[src/rtl/mem_arb_pkg.sv]
// Shared types and the arbitration pick for the memory port arbiter.
package mem_arb_pkg;

    typedef enum logic [1:0] {
        IDLE     = 2'd0,
        SERVE_IF = 2'd1,
        SERVE_DM = 2'd2
    } arb_state_t;

    typedef enum logic {
        GNT_IF = 1'b0,
        GNT_DM = 1'b1
    } arb_port_t;

    typedef logic [2:0] addr_mode_t;

    // Instruction fetches carry no AddrMode of their own; present them as full-word accesses.
    localparam addr_mode_t IF_MODE = 3'b010;

    function automatic arb_port_t pick_port(
        input logic      if_req,
        input logic      dm_req,
        input arb_port_t last_grant,
        input logic      rr_en
    );
        arb_port_t gnt;
        if (if_req && dm_req) begin
            if (rr_en) begin
                gnt = (last_grant == GNT_IF) ? GNT_DM : GNT_IF;
            end else begin
                gnt = GNT_DM;
            end
        end else if (dm_req) begin
            gnt = GNT_DM;
        end else begin
            gnt = GNT_IF;
        end
        return gnt;
    endfunction

endpackage

[src/rtl/mem_arb_timer.sv]
// Per-transaction watchdog: cleared on load, counts while enabled, flags the last allowed cycle.
module mem_arb_timer #(
    parameter int TIMEOUT = 16
) (
    input  logic clk,
    input  logic rst,
    input  logic load,
    input  logic en,
    output logic expired
);

    localparam int TW = $clog2(TIMEOUT) + 1;
    localparam logic [TW-1:0] LAST_CNT = TW'(TIMEOUT - 1);

    logic [TW-1:0] count_q;
    logic [TW-1:0] count_d;

    // Next count: load has priority over increment.
    always_comb begin
        count_d = count_q;
        if (load) begin
            count_d = '0;
        end else if (en) begin
            count_d = count_q + TW'(1);
        end else begin
            count_d = count_q;
        end
    end

    // Count register with synchronous active-low reset.
    always_ff @(posedge clk) begin
        if (!rst) begin
            count_q <= '0;
        end else begin
            count_q <= count_d;
        end
    end

    assign expired = (count_q == LAST_CNT);

endmodule

[src/rtl/mem_port_arbiter.sv]
// Shares one single-port memory between the fetch (IF) and memory (DM) stages.
// Define ARB_RR_EN for round-robin conflict resolution; otherwise DM always wins conflicts.
module mem_port_arbiter
    import mem_arb_pkg::*;
#(
    parameter int AW      = 32,
    parameter int DW      = 32,
    parameter int TIMEOUT = 16
) (
    input  logic          clk,
    input  logic          rst,
    input  logic          if_req,
    input  logic [AW-1:0] if_addr,
    output logic          if_valid,
    output logic [DW-1:0] if_rdata,
    input  logic          dm_req,
    input  logic          dm_we,
    input  logic [2:0]    dm_mode,
    input  logic [AW-1:0] dm_addr,
    input  logic [DW-1:0] dm_wdata,
    output logic          dm_valid,
    output logic [DW-1:0] dm_rdata,
    output logic          mem_req,
    output logic          mem_we,
    output logic [2:0]    mem_mode,
    output logic [AW-1:0] mem_addr,
    output logic [DW-1:0] mem_wdata,
    input  logic [DW-1:0] mem_rdata,
    input  logic          mem_ready,
    output logic          stall_f,
    output logic          stall_m,
    output logic          err
);

`ifdef ARB_RR_EN
    localparam logic RR_EN = 1'b1;
`else
    localparam logic RR_EN = 1'b0;
`endif

    arb_state_t    state_q,      state_d;
    arb_port_t     last_grant_q, last_grant_d;
    logic          mem_req_q,    mem_req_d;
    logic          mem_we_q,     mem_we_d;
    addr_mode_t    mem_mode_q,   mem_mode_d;
    logic [AW-1:0] mem_addr_q,   mem_addr_d;
    logic [DW-1:0] mem_wdata_q,  mem_wdata_d;
    logic          if_valid_q,   if_valid_d;
    logic          dm_valid_q,   dm_valid_d;
    logic [DW-1:0] if_rdata_q,   if_rdata_d;
    logic [DW-1:0] dm_rdata_q,   dm_rdata_d;
    logic          err_q,        err_d;

    arb_port_t     gnt_s;
    logic          timer_load_s;
    logic          timer_en_s;
    logic          timer_expired_s;

    mem_arb_timer #(
        .TIMEOUT (TIMEOUT)
    ) u_timer (
        .clk     (clk),
        .rst     (rst),
        .load    (timer_load_s),
        .en      (timer_en_s),
        .expired (timer_expired_s)
    );

    // Next-state, operand capture and completion logic.
    always_comb begin
        state_d      = state_q;
        last_grant_d = last_grant_q;
        mem_req_d    = mem_req_q;
        mem_we_d     = mem_we_q;
        mem_mode_d   = mem_mode_q;
        mem_addr_d   = mem_addr_q;
        mem_wdata_d  = mem_wdata_q;
        if_valid_d   = 1'b0;
        dm_valid_d   = 1'b0;
        if_rdata_d   = if_rdata_q;
        dm_rdata_d   = dm_rdata_q;
        err_d        = err_q;
        timer_load_s = 1'b0;
        timer_en_s   = 1'b0;
        gnt_s        = pick_port(if_req, dm_req, last_grant_q, RR_EN);

        case (state_q)
            IDLE: begin
                timer_load_s = 1'b1;
                // Requests seen during a valid pulse are the ones just completed, not new ones.
                if ((if_req || dm_req) && !if_valid_q && !dm_valid_q) begin
                    last_grant_d = gnt_s;
                    mem_req_d    = 1'b1;
                    if (gnt_s == GNT_DM) begin
                        state_d     = SERVE_DM;
                        mem_we_d    = dm_we;
                        mem_mode_d  = dm_mode;
                        mem_addr_d  = dm_addr;
                        mem_wdata_d = dm_wdata;
                    end else begin
                        state_d     = SERVE_IF;
                        mem_we_d    = 1'b0;
                        mem_mode_d  = IF_MODE;
                        mem_addr_d  = if_addr;
                        mem_wdata_d = '0;
                    end
                end else begin
                    state_d = IDLE;
                end
            end
            SERVE_IF: begin
                timer_en_s = 1'b1;
                if (mem_ready) begin
                    if_rdata_d = mem_rdata;
                    if_valid_d = 1'b1;
                    mem_req_d  = 1'b0;
                    state_d    = IDLE;
                end else if (timer_expired_s) begin
                    if_rdata_d = '0;
                    if_valid_d = 1'b1;
                    err_d      = 1'b1;
                    mem_req_d  = 1'b0;
                    state_d    = IDLE;
                end else begin
                    state_d = SERVE_IF;
                end
            end
            SERVE_DM: begin
                timer_en_s = 1'b1;
                if (mem_ready) begin
                    dm_rdata_d = mem_we_q ? '0 : mem_rdata;
                    dm_valid_d = 1'b1;
                    mem_req_d  = 1'b0;
                    state_d    = IDLE;
                end else if (timer_expired_s) begin
                    dm_rdata_d = '0;
                    dm_valid_d = 1'b1;
                    err_d      = 1'b1;
                    mem_req_d  = 1'b0;
                    state_d    = IDLE;
                end else begin
                    state_d = SERVE_DM;
                end
            end
            default: begin
                state_d   = IDLE;
                mem_req_d = 1'b0;
            end
        endcase
    end

    // State and output registers with synchronous active-low reset.
    always_ff @(posedge clk) begin
        if (!rst) begin
            state_q      <= IDLE;
            last_grant_q <= GNT_IF;
            mem_req_q    <= 1'b0;
            mem_we_q     <= 1'b0;
            mem_mode_q   <= 3'b000;
            mem_addr_q   <= '0;
            mem_wdata_q  <= '0;
            if_valid_q   <= 1'b0;
            dm_valid_q   <= 1'b0;
            if_rdata_q   <= '0;
            dm_rdata_q   <= '0;
            err_q        <= 1'b0;
        end else begin
            state_q      <= state_d;
            last_grant_q <= last_grant_d;
            mem_req_q    <= mem_req_d;
            mem_we_q     <= mem_we_d;
            mem_mode_q   <= mem_mode_d;
            mem_addr_q   <= mem_addr_d;
            mem_wdata_q  <= mem_wdata_d;
            if_valid_q   <= if_valid_d;
            dm_valid_q   <= dm_valid_d;
            if_rdata_q   <= if_rdata_d;
            dm_rdata_q   <= dm_rdata_d;
            err_q        <= err_d;
        end
    end

    assign mem_req   = mem_req_q;
    assign mem_we    = mem_we_q;
    assign mem_mode  = mem_mode_q;
    assign mem_addr  = mem_addr_q;
    assign mem_wdata = mem_wdata_q;
    assign if_valid  = if_valid_q;
    assign dm_valid  = dm_valid_q;
    assign if_rdata  = if_rdata_q;
    assign dm_rdata  = dm_rdata_q;
    assign err       = err_q;
    assign stall_f   = if_req & ~if_valid_q;
    assign stall_m   = dm_req & ~dm_valid_q;

endmodule

[config.mk]
export PLATFORM = sky130hd
export DESIGN_NAME = mem_port_arbiter
export DESIGN_NICKNAME = d
export VERILOG_FILES = /design/src/rtl/mem_arb_pkg.sv /design/src/rtl/mem_arb_timer.sv /design/src/rtl/mem_port_arbiter.sv
export SDC_FILE = /design/constraint.sdc
export NUM_CORES = 1
export LEC_CHECK = 0
export CELL_PAD_IN_SITES_DETAIL_PLACEMENT = 0
export CELL_PAD_IN_SITES_GLOBAL_PLACEMENT = 1
export CORE_MARGIN = 1.5
export CORE_UTILIZATION = 32
export DETAILED_ROUTE_END_ITERATION = 10
export PLACE_DENSITY = 0.91
export SKIP_CTS_REPAIR_TIMING = 1
export SLEW_MARGIN = 20
export SYNTH_ARGS = -nofsm -noshare
export SYNTH_HDL_FRONTEND = slang
export SYNTH_SLANG_ARGS = --single-unit
[constraint.sdc]
create_clock -name clk -period 4.7 [get_ports clk]
set_input_delay 0.47 -clock clk [delete_from_list [all_inputs] [get_ports clk]]
set_output_delay 0.47 -clock clk [all_outputs]
set_load 0.01 [all_outputs]
[Word level (Yosys, flattened, before mapping)]
Cells that the tools add are included.
Word-level totals
  register bits after elaboration: 143
  input bits: 137
  output and inout port bits: 138
  logic and storage cells: 66
Cells by class
  $add $sub $neg: 1
  eq/ne operators: 5
  mux-type cells: 25
  bitwise gates (word level): 6
  reduce and logical (&&, ||, !) cells: 17
Operator list (count)
  two-way mux 32 bit: 6
  two-way mux 1 bit: 12
  AND reduction 2 bit: 6
  two-way mux 2 bit: 4
  case mux 2 bit (3 select lines): 1
  adder 5 x 1 -> 5 bit (second input constant): 1
  equality test 5 x 4 -> 1 bit (second input constant): 1
  NOT 1 bit: 4
  OR reduction 2 bit: 2
  logical AND 1 bit: 3
  two-way mux 3 bit: 1
  inequality test 3 x 1 -> 1 bit (second input constant): 1
  AND reduction 3 bit: 1
  bitwise AND 1 bit: 2
  equality test 2 x 1 -> 1 bit (second input constant): 1
  equality test 2 bit (second input constant): 1
  zero test 1 bit: 2
  zero test 2 bit: 1
  inequality test 2 bit (second input constant): 1
  case mux 1 bit (2 select lines): 1
  nonzero test 2 bit: 1
  logical OR 1 bit: 1

[Logic depth before layout (Yosys ltp)]
Gate-level depths: netlist of the first run.
  depth in word-level cells: 5
  mapped depth: 7
  gate-level depth less buffers: 6

[Modules after synthesis]
From an unflattened synthesis of the first run, not the netlist that was laid out.
Unflattened totals
  cell total of the unflattened synthesis: 579
  area, all modules: 5899.4 um^2
By module, submodules not included
  mem_port_arbiter: times used 1, cells an instance 555, area an instance 5660.4 um^2
  mem_arb_timer: times used 1, cells an instance 24, area an instance 239.0 um^2

[Worst setup path after synthesis of the first run]
Ideal clock, no wire load.
  path kind: register to register
  start: register u_timer.count_q[0]
  end: register dm_rdata_q[10] (netlist: dm_rdata[10])
  library setup time: 0.059 ns
  data arrival time: 1.739 ns
  path slack: 2.902 ns
  stages on the path, launching flop included: 8
  period minus slack after synthesis: 1.798 ns
  path through: dfxtp_1 ha_1 and3_1 ha_1 or2_2 a21boi_2 buf_2 a22o_1
On the way
  cells in the longest elaborated chain, start to end: 3
RTL lines
  start, declared: RTL line mem_arb_timer.sv:15  | logic [TW-1:0] count_q;
  start signal, assigned: RTL line mem_arb_timer.sv:35  | count_q <= count_d;
  equality test 5 x 4 -> 1 bit: RTL line mem_arb_timer.sv:39  | assign expired = (count_q == LAST_CNT);
  nonzero test 2 bit (no source line)
  AND reduction 2 bit (no source line)
  end signal, assigned: RTL line mem_port_arbiter.sv:178  | dm_rdata_q <= dm_rdata_d;
  end, declared: RTL line mem_port_arbiter.sv:51  | logic [DW-1:0] dm_rdata_q, dm_rdata_d;
No other way between the ends.
A chain may end at the register's enable or synchronous reset.

[Worst setup path after layout of the first run]
  start: input port dm_req
  end: output port stall_m
On the way
  cells in the longest elaborated chain, start to end: 1
RTL lines
  start, declared: RTL line mem_port_arbiter.sv:16  | input logic dm_req,
  bitwise AND 1 bit: RTL line mem_port_arbiter.sv:194  | assign stall_m = dm_req & ~dm_valid_q;
  end, declared: RTL line mem_port_arbiter.sv:31  | output logic stall_m,
No other way between the ends.

==> results of run 1 <==
-- final cells by class --
type	count	area (um2)
Sequential cell	143	2860
Clock buffer	17	425
Clock inverter	15	151
Tap cell	225	282
Inverter	4	15.0
Fill cell	1578	8290
Timing Repair Buffer	283	2800
Multi-Input combinational cell	376	2650
-- cells in the final DEF, fill, tap and decap left out, types with 2 or more instances in the layout --
master	synthesis	routed
sky130_fd_sc_hd__nand2_1	102	102
sky130_fd_sc_hd__clkinvlp_4	0	3
sky130_fd_sc_hd__clkbuf_16	0	17
sky130_fd_sc_hd__xor2_1	2	2
sky130_fd_sc_hd__inv_1	4	4
sky130_fd_sc_hd__inv_8	0	4
sky130_fd_sc_hd__clkinv_2	0	2
sky130_fd_sc_hd__nor2_1	11	11
sky130_fd_sc_hd__nor2b_1	33	33
sky130_fd_sc_hd__dfxtp_1	143	143
sky130_fd_sc_hd__mux2_2	32	32
sky130_fd_sc_hd__clkdlybuf4s50_1	0	272
sky130_fd_sc_hd__nand3_1	35	35
sky130_fd_sc_hd__nand2b_1	2	2
sky130_fd_sc_hd__and3_1	3	3
sky130_fd_sc_hd__inv_6	0	4
sky130_fd_sc_hd__mux2i_1	69	69
sky130_fd_sc_hd__ha_1	6	6
sky130_fd_sc_hd__a22o_1	32	32
sky130_fd_sc_hd__a22oi_1	32	32
sky130_fd_sc_hd__buf_4	5	10
-- per-layer routing --
metal,vias to the layer above,track usage
met4,0,0.0573
met3,17,0.0688
met5,-,0
met1,2261,0.201
met2,219,0.274
li1,2494,-
-- critical path, cell delays in order --
cell                              delay (ps)
sky130_fd_sc_hd__buf_2                   650
sky130_fd_sc_hd__inv_1                   150
sky130_fd_sc_hd__nor2_1                  140
sky130_fd_sc_hd__clkdlybuf4s50_1         540
-- metrics by stage --
| stage | util | hold slack [ps] | instances |
|---|---|---|---|
| final | 0.526 | 456 | 1063 |
| after CTS | 0.526 | 459 | 1063 |
| after global placement | 0.493 | 443 | 1031 |
| after detailed placement | 0.493 | 452 | 1031 |
| after floorplan | - | 471 | 573 |
| after global routing | 0.526 | 479 | 1063 |
-- worst paths after layout --
check                                    to  slack (ps)  cells after the start
setup / recovery                    stall_m        2270                      4
hold / removal    mem_addr[15]$_SDFFE_PN0P_         460                      2
setup reg to reg  dm_rdata[22]$_SDFFE_PN0P_        2640                      7
hold reg to reg   mem_addr[15]$_SDFFE_PN0P_         460                      2
-- power by group through the flow --
stage | Clock (mW) | Sequential, mW | Combinational, mW
after global routing | 1.41 | 1.35 | 0.664
after detailed placement | 0 | 1.36 | 0.620
after floorplan | 0 | 1.40 | 0.272
final | 1.32 | 1.34 | 0.615
after CTS | 1.36 | 1.34 | 0.623
after global placement | 0 | 1.36 | 0.618
-- flip-flops by register name (all words and copies together), names as in the netlist, 2 cells and up --
register	count
dm_rdata	32
if_rdata	32
mem_addr	32
mem_mode	3
mem_wdata	32
state_q	2
u_timer.count_q	5
-- kinds of logic (layout without fill, tap and decap cells) --
| logic type | count (synthesis) | after routing |
|---|---|---|
| flip-flops | 143 | 143 |
| multiplexers | 101 | 101 |
| buffers and inverters | 54 | 319 |
| AND/OR/NAND/NOR | 192 | 192 |
| XOR/XNOR | 3 | 3 |
| AO/OA/AOI/OAI | 74 | 74 |
| adder cells (fa/ha/maj) | 6 | 6 |
==> impl_metrics.yaml, run 1 <==
die:
  fp-row-count: 48
  top_level_ports: 275
  overall_die_height_um: 137
  die_w_um: 137
  coreArea_um2: 17500
  initial_core_utilization: 0.331
  floorplan.die_area_um2: 18900
pwr:
  cellLeakagePower_nw: 3.55
  power_frac_seq: 0.408
  power.net_switching_mw: 0.874
  clock_power_share: 0.404
  peak_supply_drop_v: 0.000276
  total_power_mw: 3.27
  intPower_mw: 2.40
  power_density_nw_per_um2: 356
  pwr-share-comb: 0.188
  p_sw_frac: 0.267
yosys:
  postSynthRegisterBits: 143
  synth_simple_gate_area_frac: 0.155
  mux_contribution_to_synthesized_area: 0.182
  netlist.area_leader.share: 0.495
  synth_top_family_by_area: "multiplexers"
  ys.warnings.count: 0
  syn-cell-area_um2: 5780
  synth_area_leaders: "sky130_fd_sc_hd__dfxtp_1, sky130_fd_sc_hd__mux2i_1, sky130_fd_sc_hd__nand2_1"
  postSynth.asyncResetShare: 0
  synthDominantAreaCellType: "sky130_fd_sc_hd__dfxtp_1"
  synthesized_area_per_cell_um2: 10.1
  synth.distinct_cells: 36
  synth_compound_area_frac: 0.104
  post-synth-top-count-cell: "sky130_fd_sc_hd__dfxtp_1"
  synth_common_cells: "sky130_fd_sc_hd__dfxtp_1, sky130_fd_sc_hd__nand2_1, sky130_fd_sc_hd__mux2i_1, sky130_fd_sc_hd__nand3_1, sky130_fd_sc_hd__nor2b_1"
  synth_flop_cell: "sky130_fd_sc_hd__dfxtp_1"
  ys_seq_area_frac: 0.495
  synth_xor_area_frac: 0.00455
  syn_nets: 716
  yosys.area_share.adder: 0.0130
  synthCells: 573
  post_synth_edffs: 0
placed_design:
  dp.final_hpwl_um: 11400
  gp_routability_congestion: 0.804
  io_buffer_count: 274
  pre_cts_slack_ps: 2210
  postPlaceCellArea_um2: 8610
clock_network:
  htree_num_levels: 4
  cts-root-to-sink-buffers: 2
  numClockSinks: 143
  insertion_delay_ps: 420
  cts_made_buffers: 17
  tritoncts: "done"
  ctsRootBufferMaster: "sky130_fd_sc_hd__clkbuf_16"
  clkSlewWorstSetupHoldPaths_ps: 60
route:
  detail_route.iter0.violations: 201
  highest_layer: "met4"
  detailroute.wirelength.met2_um: 7190
  drt-vias-per-instance: 4.70
  route.detailed.wl_per_inst_um: 15.1
  via_count_of_the_routed_design: 4991
  antenna_violating_nets_post_route: 0
  detailedRoute.firstPassIterationCount: 5
  met1_length_um: 7030
  route.detailed.drc: 0
  finalWirelength_um: 16100
  dr_wl_met3_um: 1620
flow_run:
  max-cap-violations: 0
layout:
  area.growth.synth_to_final_pct: 59.0
  post_route_cells_drive_above_1_share: 0.0943
  finalNetCount: 968
  final_standard_cell_area_without_fillers_um2: 9190
  diodes: 0
global_route:
  grt_pass1_wl_um: 24600
  number_of_global_route_vias_before_repair: 4836
  grt_overflow: 0
  antenna_found_initial: 0
  grt_util_all_layers: 0.169
  grt_max_degree: 87
timing:
  max_clock_freq_mhz: 412
  report.final.slew_viol_count: 0
  setup_tns_ps: 0
  setup_slack_ps: 2270
  final_hold_viol_count: 0
  rsz0062_at_grt: "no"
  post-route-period-util: 0.516
  final.setup_skew_ps: 11.6
  slew-limit-headroom: 0.320
  timing_worst_slew_pin_value_ps: 1020
  setup-violations-final: 0
  period_minus_slack_ps: 2430
setup_path:
  worstSetupPathType: "input port to output port"
  rr_startpoint: "u_timer.count_q[0]$_SDFFE_PP0N_"
  startpoint: "dm_req"
  highest_fanout_seen_on_the_critical_path: 37
  critical_path.endpoint_type: "output port"
  critPathRequiredTime_ps: 4230
  crit_arrival_ps: 1960
  cp-start-kind: "input port"
min_path:
  timing.hold.worst.start: "mem_addr[15]$_SDFFE_PN0P_"
  hp-class: "flip-flop to flip-flop"
run_status:
  status: "finished clean"
Power figures use the tool's default switching activity.
==> run 2, diff against run 1 <==
- CORE_UTILIZATION: 32 -> 30
- PLACE_DENSITY: 0.91 -> 0.86
- clock period: 4.7 -> 2.48 ns (I/O delays scaled with it)
==> impl_metrics.yaml, run 2 (synthesis results as in run 1) <==
die:
  initial_core_utilization: 0.308
  overall_die_height_um: 142
  floorplan.die_area_um2: 20100
  die_w_um: 142
  fp-row-count: 50
  top_level_ports: 275
  coreArea_um2: 18800
layout:
  area_of_the_multi_input_gates_um2: 2650
  most_common_library_cell_in_the_layout_ignoring_fill_and_taps: "sky130_fd_sc_hd__clkdlybuf4s50_1"
  area.growth.synth_to_final_pct: 59.5
  finalNetCount: 969
  diodes: 0
  fillers: 1796
  final_standard_cell_area_without_fillers_um2: 9220
  final-seq-area_um2: 2860
  commonest_cells_after_routing_fill_and_taps_aside: "sky130_fd_sc_hd__clkdlybuf4s50_1, sky130_fd_sc_hd__dfxtp_1, sky130_fd_sc_hd__nand2_1"
  post_route_cells_drive_above_1_share: 0.0943
setup_path:
  crit_family: "simple AND/OR/NAND/NOR gates"
  cp_slowest_cell: "sky130_fd_sc_hd__or2_2"
  library_cell_appearing_most_often_on_the_critical_path: "sky130_fd_sc_hd__ha_1"
  worstPathCellList: "ha_1, and3_1, ha_1, or2_2, a21boi_2, buf_12, a22o_1"
  crit_buf_inv: 1
  crit_cells: 7
  r2r.worst_path.cells: 7
  timing.critical_path.slowest_cell_delay_ps: 340
  critPathRequiredTime_ps: 2830
  highest_fanout_seen_on_the_critical_path: 32
  critical_path.endpoint_type: "flip-flop"
  crit_arrival_ps: 2280
  cp-start-kind: "flip-flop"
  worstSetupPathType: "flip-flop to flip-flop"
min_path:
  timing.hold.worst_path_depth: 2
  hp-class: "input port to flip-flop"
run_status:
  status: "finished clean"
placed_design:
  io_buffer_count: 274
  dp.final_hpwl_um: 11300
  gp_routability_congestion: 0.729
  postPlaceCellArea_um2: 8660
timing:
  final_hold_viol_count: 0
  slew-limit-headroom: 0.548
  setup_tns_ps: 0
  report.final.slew_viol_count: 0
  setup-violations-final: 0
  timing_worst_slew_pin_value_ps: 677
  rsz0062_at_grt: "no"
  final.setup_skew_ps: 11.3
  post-route-period-util: 0.776
  max_clock_freq_mhz: 520
  period_minus_slack_ps: 1920
clock_network:
  ctsRootBufferMaster: "sky130_fd_sc_hd__clkbuf_16"
  insertion_delay_ps: 410
  numClockSinks: 143
  htree_num_levels: 4
  tritoncts: "done"
  cts_made_buffers: 17
  cts-root-to-sink-buffers: 2
  clkSlewWorstSetupHoldPaths_ps: 60
route:
  finalWirelength_um: 16400
  detail_route.iter0.violations: 184
  drt-vias-per-instance: 4.69
  antenna_violating_nets_post_route: 0
  route.detailed.drc: 0
  via_count_of_the_routed_design: 5030
  route.detailed.wl_per_inst_um: 15.3
  detailedRoute.firstPassIterationCount: 4
global_route:
  number_of_global_route_vias_before_repair: 4908
  grt_overflow: 0
  antenna_found_initial: 0
  grt_max_degree: 75
  grt_pass1_wl_um: 25900
  grt_util_all_layers: 0.165
pwr:
  cellLeakagePower_nw: 3.55
  total_power_mw: 6.15
  peak_supply_drop_v: 0.000413
  power_density_nw_per_um2: 667
flow_run:
  max-cap-violations: 0
run 2: path summary, 6_finish.rpt:
check	start	to	slack, ps
worst max-delay path	u_timer.count_q[0]$_SDFFE_PP0N_	dm_rdata[10]$_SDFFE_PN0P_	560
worst min-delay path	dm_req	state_q[0]$_SDFF_PN0_	110
worst max register to register	u_timer.count_q[0]$_SDFFE_PP0N_	dm_rdata[10]$_SDFFE_PN0P_	560
worst min register to register	mem_wdata[31]$_SDFFE_PN0P_	mem_wdata[31]$_SDFFE_PN0P_	460
run 2: stage by stage:
stage | std cells | util | hold slack [ps] | setup WS, ps
global placement | 1041 | 0.461 | 443 | 617
floorplan | 573 | - | 381 | 682
detailed placement | 1041 | 0.461 | 453 | 556
CTS | 1072 | 0.491 | 107 | 539
finish | 1072 | 0.491 | 108 | 555
global route | 1072 | 0.491 | 138 | 441
run 2: power breakdown:
part	switching [mW]	total, mW	internal (mW)	leakage, nW
registers	0.0799	2.53	2.45	1.17
clock network	1.00	2.44	1.43	0.268
logic	0.493	1.18	0.686	2.12
total	1.58	6.15	4.57	3.55
run 2: per-layer routing:
layer | share of wire | wire length [um] | track usage
met5 | 0 | 0 | 0
met4 | 0.014 | 227 | 0.0646
met3 | 0.092 | 1510 | 0.0641
met2 | 0.46 | 7560 | 0.270
met1 | 0.43 | 7130 | 0.195
run 2: worst register-to-register path, stage by stage, from the launching register on:
cell	delay, ps
sky130_fd_sc_hd__dfxtp_1	330
sky130_fd_sc_hd__ha_1	210
sky130_fd_sc_hd__and3_1	180
sky130_fd_sc_hd__ha_1	240
sky130_fd_sc_hd__or2_2	340
sky130_fd_sc_hd__a21boi_2	200
sky130_fd_sc_hd__buf_12	210
sky130_fd_sc_hd__a22o_1	170
run 2: area by class of cell:
class	count	share of cell area
flip-flops and latches	143	0.311
repair buffers	284	0.308
multi-input cells	376	0.287
clock buffers	19	0.0491
well taps	234	0.0318
clock inverters	12	0.0119
inverters	4	0.00163
